## src/rtl/blink_rtc_int.sv

```systemverilog
// ---------------------------------------------------------------------------
// blink_rtc_int -- 5 ms tick real-time clock with status/mask interrupt.
//
// A prescaler (tck) divides mck down to a 5 ms tick. Ticks feed a cascade of
// counters: tim0 (ticks per second), tim1 (seconds per minute) and timm
// (free-running minute count, modulo 2^TM_W). Tick, second and minute events
// set sticky status bits tsta[2:0]. They are acknowledged by writing 0xB4 and
// masked by tmk (0xB5). int_n is low while any unmasked status bit is set.
//
// Optional feature: define BLINK_RTC_SNAPSHOT_EN to add a shadow register.
// A read of 0xD0 captures tim1/timm so that 0xD1..0xD4 return a coherent
// time. Without the macro, 0xD1..0xD4 read the live counters.
//
// Ports:
//   mck       in   master clock (all state on rising edge)
//   rin       in   asynchronous active-high reset
//   io_wr     in   single-cycle IO write strobe
//   io_rd     in   single-cycle IO read strobe
//   io_addr   in   [7:0] IO port address
//   io_wdata  in   [7:0] write data
//   io_rdata  out  [7:0] registered read data
//   rtc_hold  in   level; holds tick/time counters at zero
//   int_n     out  active-low interrupt request
//   tick      out  one-cycle pulse per 5 ms tick
// ---------------------------------------------------------------------------
module blink_rtc_int #(
    parameter int TCK_DIV = 49152,
    parameter int T0_MAX  = 199,
    parameter int T1_MAX  = 59,
    parameter int TM_W    = 21
) (
    input  logic       mck,
    input  logic       rin,
    input  logic       io_wr,
    input  logic       io_rd,
    input  logic [7:0] io_addr,
    input  logic [7:0] io_wdata,
    output logic [7:0] io_rdata,
    input  logic       rtc_hold,
    output logic       int_n,
    output logic       tick
);

    localparam logic [15:0] TCK_LAST = 16'(TCK_DIV - 1);
    localparam logic [7:0]  T0_LAST  = 8'(T0_MAX);
    localparam logic [5:0]  T1_LAST  = 6'(T1_MAX);

    localparam logic [7:0] A_TACK = 8'hB4;
    localparam logic [7:0] A_TMK  = 8'hB5;
    localparam logic [7:0] A_TIM0 = 8'hD0;
    localparam logic [7:0] A_TIM1 = 8'hD1;
    localparam logic [7:0] A_TM0  = 8'hD2;
    localparam logic [7:0] A_TM1  = 8'hD3;
    localparam logic [7:0] A_TM2  = 8'hD4;

    logic [15:0]     tck;
    logic [7:0]      tim0;
    logic [5:0]      tim1;
    logic [TM_W-1:0] timm;
    logic [2:0]      tsta;
    logic [2:0]      tmk;

    logic            tck_wrap;
    logic            sec_ev;
    logic            min_ev;
    logic [2:0]      tack_clr;
    logic [5:0]      rd_tim1;
    logic [TM_W-1:0] rd_timm;
    logic [23:0]     rd_timm24;

    // Events are suppressed entirely while held; the cascade is combinational
    // so tick, sec and min all fire on the same edge.
    assign tck_wrap = (tck == TCK_LAST) && !rtc_hold;
    assign sec_ev   = tck_wrap && (tim0 == T0_LAST);
    assign min_ev   = sec_ev && (tim1 == T1_LAST);
    assign tack_clr = (io_wr && io_addr == A_TACK) ? io_wdata[2:0] : 3'b000;

    assign int_n = ~|(tsta & tmk);

    // Only the low three write-data bits are architecturally meaningful.
    logic unused_wdata;
    assign unused_wdata = ^io_wdata[7:3];

    // Prescaler and time counters
    always_ff @(posedge mck or posedge rin) begin
        if (rin) begin
            tck  <= '0;
            tim0 <= '0;
            tim1 <= '0;
            timm <= '0;
            tick <= 1'b0;
        end else if (rtc_hold) begin
            tck  <= '0;
            tim0 <= '0;
            tim1 <= '0;
            timm <= '0;
            tick <= 1'b0;
        end else begin
            tick <= tck_wrap;
            if (tck_wrap) begin
                tck  <= '0;
                tim0 <= (tim0 == T0_LAST) ? 8'd0 : tim0 + 8'd1;
                if (sec_ev)
                    tim1 <= (tim1 == T1_LAST) ? 6'd0 : tim1 + 6'd1;
                if (min_ev)
                    timm <= timm + 1'b1;
            end else begin
                tck <= tck + 16'd1;
            end
        end
    end

    // Status and mask. Set has priority over a same-cycle acknowledge.
    always_ff @(posedge mck or posedge rin) begin
        if (rin) begin
            tsta <= '0;
            tmk  <= '0;
        end else begin
            tsta <= (tsta & ~tack_clr) | {min_ev, sec_ev, tck_wrap};
            if (io_wr && io_addr == A_TMK)
                tmk <= io_wdata[2:0];
        end
    end

`ifdef BLINK_RTC_SNAPSHOT_EN
    logic [5:0]      shd_tim1;
    logic [TM_W-1:0] shd_timm;

    always_ff @(posedge mck or posedge rin) begin
        if (rin) begin
            shd_tim1 <= '0;
            shd_timm <= '0;
        end else if (io_rd && io_addr == A_TIM0) begin
            shd_tim1 <= tim1;
            shd_timm <= timm;
        end
    end

    assign rd_tim1 = shd_tim1;
    assign rd_timm = shd_timm;
`else
    assign rd_tim1 = tim1;
    assign rd_timm = timm;
`endif

    // Zero-extend so bits at or above TM_W read back as 0.
    assign rd_timm24 = 24'(rd_timm);

    // Read port: reflects state before the current edge, so a simultaneous
    // write/acknowledge is not visible in the returned data.
    always_ff @(posedge mck or posedge rin) begin
        if (rin) begin
            io_rdata <= '0;
        end else if (io_rd) begin
            case (io_addr)
                A_TMK:   io_rdata <= {5'b0, tsta};
                A_TIM0:  io_rdata <= tim0;
                A_TIM1:  io_rdata <= {2'b0, rd_tim1};
                A_TM0:   io_rdata <= rd_timm24[7:0];
                A_TM1:   io_rdata <= rd_timm24[15:8];
                A_TM2:   io_rdata <= rd_timm24[23:16];
                default: io_rdata <= io_rdata;
            endcase
        end
    end

endmodule

```

## config.mk

```make
export PLATFORM = sky130hd
export DESIGN_NAME = blink_rtc_int
export DESIGN_NICKNAME = d
export VERILOG_FILES = /design/src/rtl/blink_rtc_int.sv
export SDC_FILE = /design/constraint.sdc
export NUM_CORES = 1
export LEC_CHECK = 0
export CAP_MARGIN = 20
export CORE_AREA = 2 2 93 95
export CTS_BUF_LIST = sky130_fd_sc_hd__clkbuf_4 sky130_fd_sc_hd__clkbuf_8
export DETAILED_ROUTE_END_ITERATION = 8
export DIE_AREA = 0 0 95 97
export PLACE_DENSITY = 0.6
export SYNTH_ARGS = -nofsm -noshare
export SYNTH_HDL_FRONTEND = slang
export SYNTH_SLANG_ARGS = --single-unit
```

## constraint.sdc

```tcl
create_clock -name mck -period 2.8 [get_ports mck]
set_input_delay 0.84 -clock mck [delete_from_list [all_inputs] [get_ports mck]]
set_output_delay 0.84 -clock mck [all_outputs]
set_load 0.01 [all_outputs]
```

==> flow_metrics.env, run 1 <==
export IMPL_htree_levels=3
export IMPL_multi_input_area_sq_mm=0.00182
export IMPL_async_flop_share=1.00
export IMPL_synth_edf_count=0
export IMPL_fill_cells=770
export IMPL_arrival_ns=2.82
export IMPL_grt_overflow_total=0
export IMPL_synth_ff_latch_count=66
export IMPL_drc_errors=0
export IMPL_grt_use_total=0.196
export IMPL_drtAntennaViolNets=0
export IMPL_power_leakage_nw=1.73
export IMPL_cp_end_kind="flip-flop"
export IMPL_crit_fanout=16
export IMPL_grt_max_degree=25
export IMPL_die_h_um=97
export IMPL_final_hold_viol_count=0
export IMPL_cts_setup_buffers=0
export IMPL_yosys_cell_types_count=50
export IMPL_synth_area_per_cell_sq_um=9.55
export IMPL_r2r_setup_slack_ns=0.24
export IMPL_antenna_found_initial=0
export IMPL_num_antenna_cells=0
export IMPL_netlist_area_sq_mm=0.00358
export IMPL_clock_sinks=66
export IMPL_grt_pass1_vias=2912
export IMPL_critPathKind="reg2reg"
export IMPL_path_clk_slew_ns=0.07
export IMPL_final_cell_mix="dfrtp_1 (66), nor2_1 (34), nand2_1 (34)"
export IMPL_portBuffers=25
export IMPL_holdCritPathClass="reg2reg"
export IMPL_first_pass_iters=4
export IMPL_rows=33
export IMPL_core_area_sq_mm=0.00813
export IMPL_gp_congestion=0.854
export IMPL_fmax_mhz=390
export IMPL_total_power_mw=1.94
export IMPL_pwr_share_clk=0.427
export IMPL_cap_violations=0
export IMPL_postCtsResizedCells=0
export IMPL_wl_mm=8.41
export IMPL_io_pins=31
export IMPL_cts_made_buffers=9
export IMPL_via_count=2928
export IMPL_syn_nets=400
export IMPL_finalCriticalPeriod_ns=2.56
export IMPL_p_per_area_mw_per_mm2=461
export IMPL_fin_nets=430
export IMPL_tightest_slew_ns=0.582
export IMPL_cts_root_buf="clkbuf_8"
export IMPL_p_int_mw=1.49
export IMPL_final_setup_tns_ns=0
export IMPL_cts_tree="done"
export IMPL_die_area_sq_mm=0.00922
export IMPL_slew_limit_headroom=0.612
export IMPL_switching_share=0.233
export IMPL_cts_hold_buf=0
export IMPL_min_period_over_period=0.916
export IMPL_start_kind="flip-flop"
export IMPL_synthCells=375
export IMPL_syn_to_final_growth_pct=17.7
export IMPL_grt_setup_unrepaired="no"
export IMPL_layout_drive_gt1_share=0.115
export IMPL_clkLatencyLatePin_ns=0.35
export IMPL_initial_core_util=0.440
export IMPL_clockBufferDepth=2
export IMPL_hpwl_mm=6.13
export IMPL_combPwrFrac=0.069
export IMPL_regArea_sq_mm=0.00165
export IMPL_yosysWarningCount=0
export IMPL_p_switching_mw=0.452
export IMPL_crit_required_ns=3.06
export IMPL_die_x_um=95
export IMPL_vias_per_cell=5.69
export IMPL_synth_ff_type="dfrtp_1"
export IMPL_ir_drop_mv=0.174
export IMPL_finClkSkew_ns=0.00994
export IMPL_grt_pass1_wl_mm=14.1
export IMPL_routedWlPerCell_um=16.3
export IMPL_layout_commonest_cell="dfrtp_1"
export IMPL_slew_viol_final=0
export IMPL_status="complete, no violations"
export IMPL_pwr_share_seq=0.504
export IMPL_setup_viol=0
export IMPL_first_iter_violations=220
export IMPL_ys_seq_area_frac=0.461
==> power groups by stage <==
stage	logic, mW	registers [mW]	clock network [mW]
3_3_place_gp	0.135	0.997	0
2_1_floorplan	0.0607	1.00	0
3_5_place_dp	0.137	0.998	0
4_1_cts	0.138	0.979	0.842
6_report	0.134	0.979	0.828
5_1_grt	0.150	0.981	0.883
==> sequential cells by signal, summed over array words and instances (netlist names) <==
signal,flops
rd_timm,21
tck,16
io_rdata,8
tim0,8
rd_tim1,6
tmk,3
tsta,3
tick,1
==> cells in the mapped netlist, drive strengths merged, types with 2 or more instances <==
master  count  share of area
o221ai      2         0.0049
clkbuf     13          0.014
nor2b       5         0.0087
dfrtp      66           0.46
buf         5         0.0084
nand3      25          0.036
nand4      13          0.026
xor2       14          0.034
a311oi      3         0.0073
mux2        5          0.016
or2         3         0.0052
o31ai       6          0.013
nor3        4         0.0056
a31oi       3         0.0052
nor4        2         0.0077
ha          4          0.014
nand2      34          0.036
a21oi      24          0.034
inv         9         0.0094
o21ai      29          0.041
xnor2       6          0.015
nor2       34          0.036
nand2b      4         0.0070
or3        16          0.028
and2        3         0.0052
mux4        6          0.038
mux2i       2         0.0056
or4         7          0.015
a32o        4          0.011
and3       11          0.019
==> metrics by stage <==
stage	instances	setup WS (ns)	util	area, sq um	hold WS, ns
6_report	515	0.236	0.518	4210	0.485
5_1_grt	515	0.0391	0.518	4210	0.500
4_1_cts	515	0.217	0.518	4210	0.490
3_5_place_dp	499	0.0879	0.493	4010	0.473
3_3_place_gp	499	0.116	0.493	4010	0.467
2_1_floorplan	375	0.305	-	3580	0.448
==> cell type report <==
cell class / count / share of cell area
clock inverters: 4 / 0.0122
repair buffers: 37 / 0.0897
flip-flops and latches: 66 / 0.392
multi-input cells: 282 / 0.431
clock buffers: 12 / 0.0362
well taps: 105 / 0.0312
inverters: 9 / 0.00802
==> cell families after synthesis <==
kind of cell	Yosys count	share of synthesized area
AND/OR/NAND/NOR	167	0.253
AO/OA/AOI/OAI	78	0.132
flip-flops	66	0.461
buffers and inverters	27	0.0315
XOR/XNOR	20	0.0489
multiplexers	13	0.0591
adder cells (fa/ha/maj)	4	0.0140
==> per-layer routing <==
layer / global-route usage / up-vias / share of wire
met2: 0.314 / 67 / 0.47
met3: 0.0304 / 12 / 0.045
met4: 0.0847 / 0 / 0.018
li1: - / 1438 / -
met5: 0 / - / 0
met1: 0.260 / 1411 / 0.47
==> final timing paths <==
| check | endpoint | cells past startpoint | startpoint |
|---|---|---|---|
| worst max-delay path | rd_timm[19] | 6 | tck[0] |
| worst min-delay path | io_rdata[2] | 2 | io_rdata[2] |
| worst max register to register | rd_timm[19] | 6 | tck[0] |
| worst min register to register | io_rdata[2] | 2 | io_rdata[2] |
| max in group asynchronous | rd_tim1[4] | 3 | rin |
| min in group asynchronous | tck[12] | 2 | rin |
==> worst max-delay path: stages, from the launching register on <==
cell and delay (ns):
dfrtp_1 0.39, ha_1 0.20, nand3_1 0.23, nor4_4 0.52, nand3_2 0.37, or4_1 0.60
a21oi_1 0.17
Note: power is estimated with default switching activity, not from simulation.
==> run 2: changes to the inputs <==
--- a/config.mk
+++ b/config.mk
@@ -6,10 +6,11 @@
 export NUM_CORES = 1
 export LEC_CHECK = 0
 export CAP_MARGIN = 20
-export CORE_AREA = 2 2 93 95
+export CORE_AREA = 2 2 89 99
 export CTS_BUF_LIST = sky130_fd_sc_hd__clkbuf_4 sky130_fd_sc_hd__clkbuf_8
 export DETAILED_ROUTE_END_ITERATION = 8
-export DIE_AREA = 0 0 95 97
+export DIE_AREA = 0 0 91 101
+export GPL_ROUTABILITY_DRIVEN = 0
 export PLACE_DENSITY = 0.6
 export SYNTH_ARGS = -nofsm -noshare
 export SYNTH_HDL_FRONTEND = slang
==> run 2 against run 1 <==
  * Total power shrank 3.0%
  * First-iteration DRC count shrank 21%
  * Critical path depth shrank 4
  * Sequential cell count is the same
  * Sequential share of layout area grew 0.093 points
  * Worst setup slack gained 0.0064 ns
  * Clock skew grew 0.0048 ns
  * Non-clock buffer count grew 2
  * Worst hold slack lost 0.0050 ns
  * Highest routed layer unchanged
==> flow_metrics.env, run 2 (same netlist as run 1, synthesis figures left out) <==
export IMPL_clkLatencyLatePin_ns=0.36
export IMPL_cp_end_kind="output port"
export IMPL_routedWlPerCell_um=16.3
export IMPL_p_per_area_mw_per_mm2=448
export IMPL_tightest_slew_ns=0.586
export IMPL_htree_levels=3
export IMPL_layout_drive_gt1_share=0.119
export IMPL_grt_max_degree=25
export IMPL_cts_hold_buf=0
export IMPL_num_antenna_cells=0
export IMPL_cts_tree="done"
export IMPL_fin_nets=432
export IMPL_antenna_found_initial=0
export IMPL_pwr_share_clk=0.410
export IMPL_p_switching_mw=0.515
export IMPL_grt_use_total=0.206
export IMPL_total_power_mw=1.88
export IMPL_r2r_setup_slack_ns=0.34
export IMPL_crit_fanout=3
export IMPL_slew_viol_final=0
export IMPL_hpwl_mm=6.22
export IMPL_portBuffers=25
export IMPL_grt_pass1_vias=3046
export IMPL_slowest_delay_ns=0.60
export IMPL_cts_setup_buffers=0
export IMPL_syn_to_final_growth_pct=17.4
export IMPL_start_kind="flip-flop"
export IMPL_finClkSkew_ns=0.0148
export IMPL_final_cell_mix="dfrtp_1 (66), nor2_1 (34), nand2_1 (34)"
export IMPL_clock_sinks=66
export IMPL_crit_slowest_cell="clkdlybuf4s50_1"
export IMPL_arrival_ns=1.72
export IMPL_cts_root_buf="clkbuf_8"
export IMPL_clockBufferDepth=2
export IMPL_slew_limit_headroom=0.609
export IMPL_die_h_um=101
export IMPL_setup_viol=0
export IMPL_cts_made_buffers=9
export IMPL_critPathKind="reg2out"
export IMPL_final_hold_viol_count=0
export IMPL_finalCriticalPeriod_ns=2.56
export IMPL_combPwrFrac=0.070
export IMPL_drtAntennaViolNets=0
export IMPL_cap_violations=0
export IMPL_first_iter_violations=174
export IMPL_wl_mm=8.52
export IMPL_place_ws_ns=0.150
export IMPL_rows=35
export IMPL_min_period_over_period=0.913
export IMPL_grt_overflow_total=0
export IMPL_fmax_mhz=391
export IMPL_postCtsResizedCells=0
export IMPL_fin_util=0.511
export IMPL_first_pass_iters=4
export IMPL_grt_pass1_wl_mm=15.1
export IMPL_holdCritPathClass="reg2reg"
export IMPL_die_x_um=91
export IMPL_ir_drop_mv=0.221
export IMPL_switching_share=0.274
export IMPL_crit_chain="a222oi_1 > clkdlybuf4s50_1"
export IMPL_layout_commonest_cell="dfrtp_1"
export IMPL_final_setup_tns_ns=0
export IMPL_vias_per_cell=5.67
export IMPL_status="complete, no violations"
export IMPL_via_count=2968
export IMPL_grt_setup_unrepaired="no"
export IMPL_initial_core_util=0.435
export IMPL_power_leakage_nw=1.71
export IMPL_setup_slack_ns=0.242
export IMPL_pwr_share_seq=0.520
export IMPL_path_clk_slew_ns=0.09
export IMPL_p_int_mw=1.37
export IMPL_drc_errors=0
export IMPL_die_area_sq_mm=0.00919
export IMPL_largest_reg_flops=21
export IMPL_io_pins=31
export IMPL_core_area_sq_mm=0.00823
export IMPL_crit_required_ns=1.96
[run 2: changes by cell type in the layout (fill, tap and decap cells not counted)]
cell        change
buf_12          -1
buf_4           +3
bufinv_16       -1
clkbuf_4        -2
clkbuf_8        -1
clkinv_2        -1
clkinv_4        -1
clkinvlp_4      +2
inv_6           +3
inv_8           +1
[run 2: worst paths after layout]
check                            start  depth (start not counted)     endpoint
setup reg to reg            rd_tim1[0]                          6  rd_timm[13]
hold / removal             io_rdata[1]                          2  io_rdata[1]
max in group asynchronous          rin                          3  rd_timm[19]
setup / recovery               tsta[0]                          2        int_n
min in group asynchronous          rin                          2      tck[14]
hold reg to reg            io_rdata[1]                          2  io_rdata[1]
[run 2: stage by stage]
stage | instance area [sq um] | hold WS [ns] | instances
2_1_floorplan | 3580 | 0.448 | 375
3_3_place_gp | 4020 | 0.463 | 507
3_5_place_dp | 4020 | 0.469 | 507
4_1_cts | 4200 | 0.483 | 523
5_1_grt | 4200 | 0.514 | 523
6_report | 4200 | 0.480 | 523
[run 2: cell type report]
class	instances	area, sq um
clock inverter	7	60.1
tap	111	139
clock buffer	9	124
multi-input combinational	282	1820
fill	819	4030
timing repair buffer	39	380
inverter	9	33.8
sequential	66	1650
[run 2: critical path, delay by kind of cell, from the launching register on]
family / cells / cell delay (ns)
buffers and inverters: 1 / 0.60
DFF: 1 / 0.42
AOI/OAI and AO/OA: 1 / 0.34
[run 2: power groups by stage]
stage	sequential (mW)	clock, mW	combinational, mW
after global routing	0.981	0.832	0.149
after detailed placement	0.997	0	0.136
final	0.978	0.771	0.133
after global placement	0.997	0	0.134
after CTS	0.978	0.787	0.136
after floorplan	1.00	0	0.0607
[run 2: layer usage]
layer | track usage | up-vias | part of all wire
met2 | 0.352 | 70 | 0.49
met3 | 0.0314 | 15 | 0.046
met4 | 0.0932 | 0 | 0.023
met5 | 0 | - | 0
li1 | - | 1438 | -
met1 | 0.260 | 1445 | 0.44
==> run 3: changes to the inputs <==
--- a/config.mk
+++ b/config.mk
@@ -8,6 +8,7 @@
 export CAP_MARGIN = 20
 export CORE_AREA = 2 2 89 99
 export CTS_BUF_LIST = sky130_fd_sc_hd__clkbuf_4 sky130_fd_sc_hd__clkbuf_8
+export CTS_CLUSTER_SIZE = 30
 export DETAILED_ROUTE_END_ITERATION = 8
 export DIE_AREA = 0 0 91 101
 export GPL_ROUTABILITY_DRIVEN = 0
==> results of run 3 <==
No change in the layout: final DEF, timing and power equal those of run 2.
==> RTL change: new RTL, settings of run 2 <==
Change the parameter `TM_W` from 21 to 29.
--- a/src/rtl/blink_rtc_int.sv
+++ b/src/rtl/blink_rtc_int.sv
@@ -27,7 +27,7 @@
     parameter int TCK_DIV = 49152,
     parameter int T0_MAX  = 199,
     parameter int T1_MAX  = 59,
-    parameter int TM_W    = 21
+    parameter int TM_W    = 29
 ) (
     input  logic       mck,
     input  logic       rin,
Formal check against the unedited RTL: no difference found for any inputs over 10 cycles, from zero or initial values; that may be too few to reach the edited logic, so the function may still have changed.
==> RTL change against run 2 <==
Synthesized cell count rose by 8.0%. Area after synthesis rose by 5.5%. Total power rose by 16%. Wire length rose by 5.3%. Design area rose by 8.0%. Register-to-register slack improved by 0.05 ns. Sequential cell count rose by 3. Worst setup slack improved by 0.040 ns. Largest power group unchanged.
==> RTL change: results (changes against run 2) <==
| Metric | Value |
|---|---|
| Status | finished clean |
| FMAX | 0.397 GHz (+1.6%) |
| XOR/XNOR Fraction of Synth Area | 0.0371 (-0.0118) |
| Max FFs per register | 24 (+14%) |
| Post-synthesis sequential area ratio | 0.457 (-0.00427) |
| Met1 WL | 3990 um (+7.3%) |
| Synth cell count leaders | dfrtp_1 (69), nand2_1 (42), a21oi_1 (32) |
| Drt first-iter violations | 196 (+13%) |
| Gr usage total | 0.213 (+0.00671) |
| Synth cell types | 55 (+10%) |
| Setup slack, reg-to-reg | 0.39 ns (+0.05 ns) |
| Met1 Use GR | 0.276 (+0.0163) |
| Placed cell areas | 4290 sq um (+6.8%) |
| Routed wire length | 8970 um (+5.3%) |
| Complex-gate fraction of the synthesized area | 0.182 (+0.0497) |
| P_leak | 1.83 nW (+7.2%) |
| Layout Skew | 0.0105 ns (-0.00422 ns) |
| Reg clk slew, reported paths | 0.07 ns (-0.02 ns) |
| Syn Nets | 430 (+7.5%) |
| Final core utilization | 0.552 (+0.0410) |
| Hpwl dp | 6450 um (+3.7%) |
| VDD IR-drop max | 0.231 mV (+4.9%) |
| Vias in the first global route | 3123 (+2.5%) |
| Final hold slack | 0.479 ns (-0.00102 ns) |
| Worst Tran Pin Value | 0.512 ns (-0.0739 ns) |
| Largest cells by area after synthesis | dfrtp_1 (46%), a21oi_1 (4.2%), nand2_1 (4.2%) |
| Clock latency on the worst-skew pair | 0.35 ns |
| Predominant post-synthesis flop cell | dfrtp_1 |
| DP Worst Slack | -0.00448 ns (-0.154 ns) |
| First-pass GRT wire length | 15400 um (+2.1%) |
| Fill count | 812 (-0.85%) |
| Post-Layout Cell Count | 562 (+7.5%) |
| Met2 usage | 0.362 (+0.0103) |
| Mux contribution to synthesized area | 0.0301 (-0.0289) |
| # placed instances | 546 (+7.7%) |
-- RTL change: critical path: cells and delay by family, from the launching register on --
kind	cells	cell delay, ns
buffers and inverters	1	0.60
DFF	1	0.41
AOI/OAI and AO/OA	1	0.33
-- RTL change: area by class of cell --
class | count | share of cell area
timing repair buffer | 48 | 0.0986
tap | 111 | 0.0306
multi-input combinational | 304 | 0.425
clock buffer | 12 | 0.0336
inverter | 14 | 0.0116
sequential | 69 | 0.380
clock inverter | 4 | 0.0209
-- RTL change: final timing paths --
kind	startpoint	to	depth (start not counted)
min in group asynchronous	rin	tck[12]	3
max in group asynchronous	rin	rd_timm[18]	3
worst min register to register	io_rdata[0]	io_rdata[0]	1
worst max-delay path	tsta[0]	int_n	2
worst max register to register	rd_tim1[0]	rd_timm[23]	6
worst min-delay path	io_rdata[0]	io_rdata[0]	1
-- RTL change: where the power goes --
part	switching, mW	internal (mW)
clock	0.370	0.635
sequential	0.0125	1.01
combinational	0.0755	0.0707
total	0.458	1.72
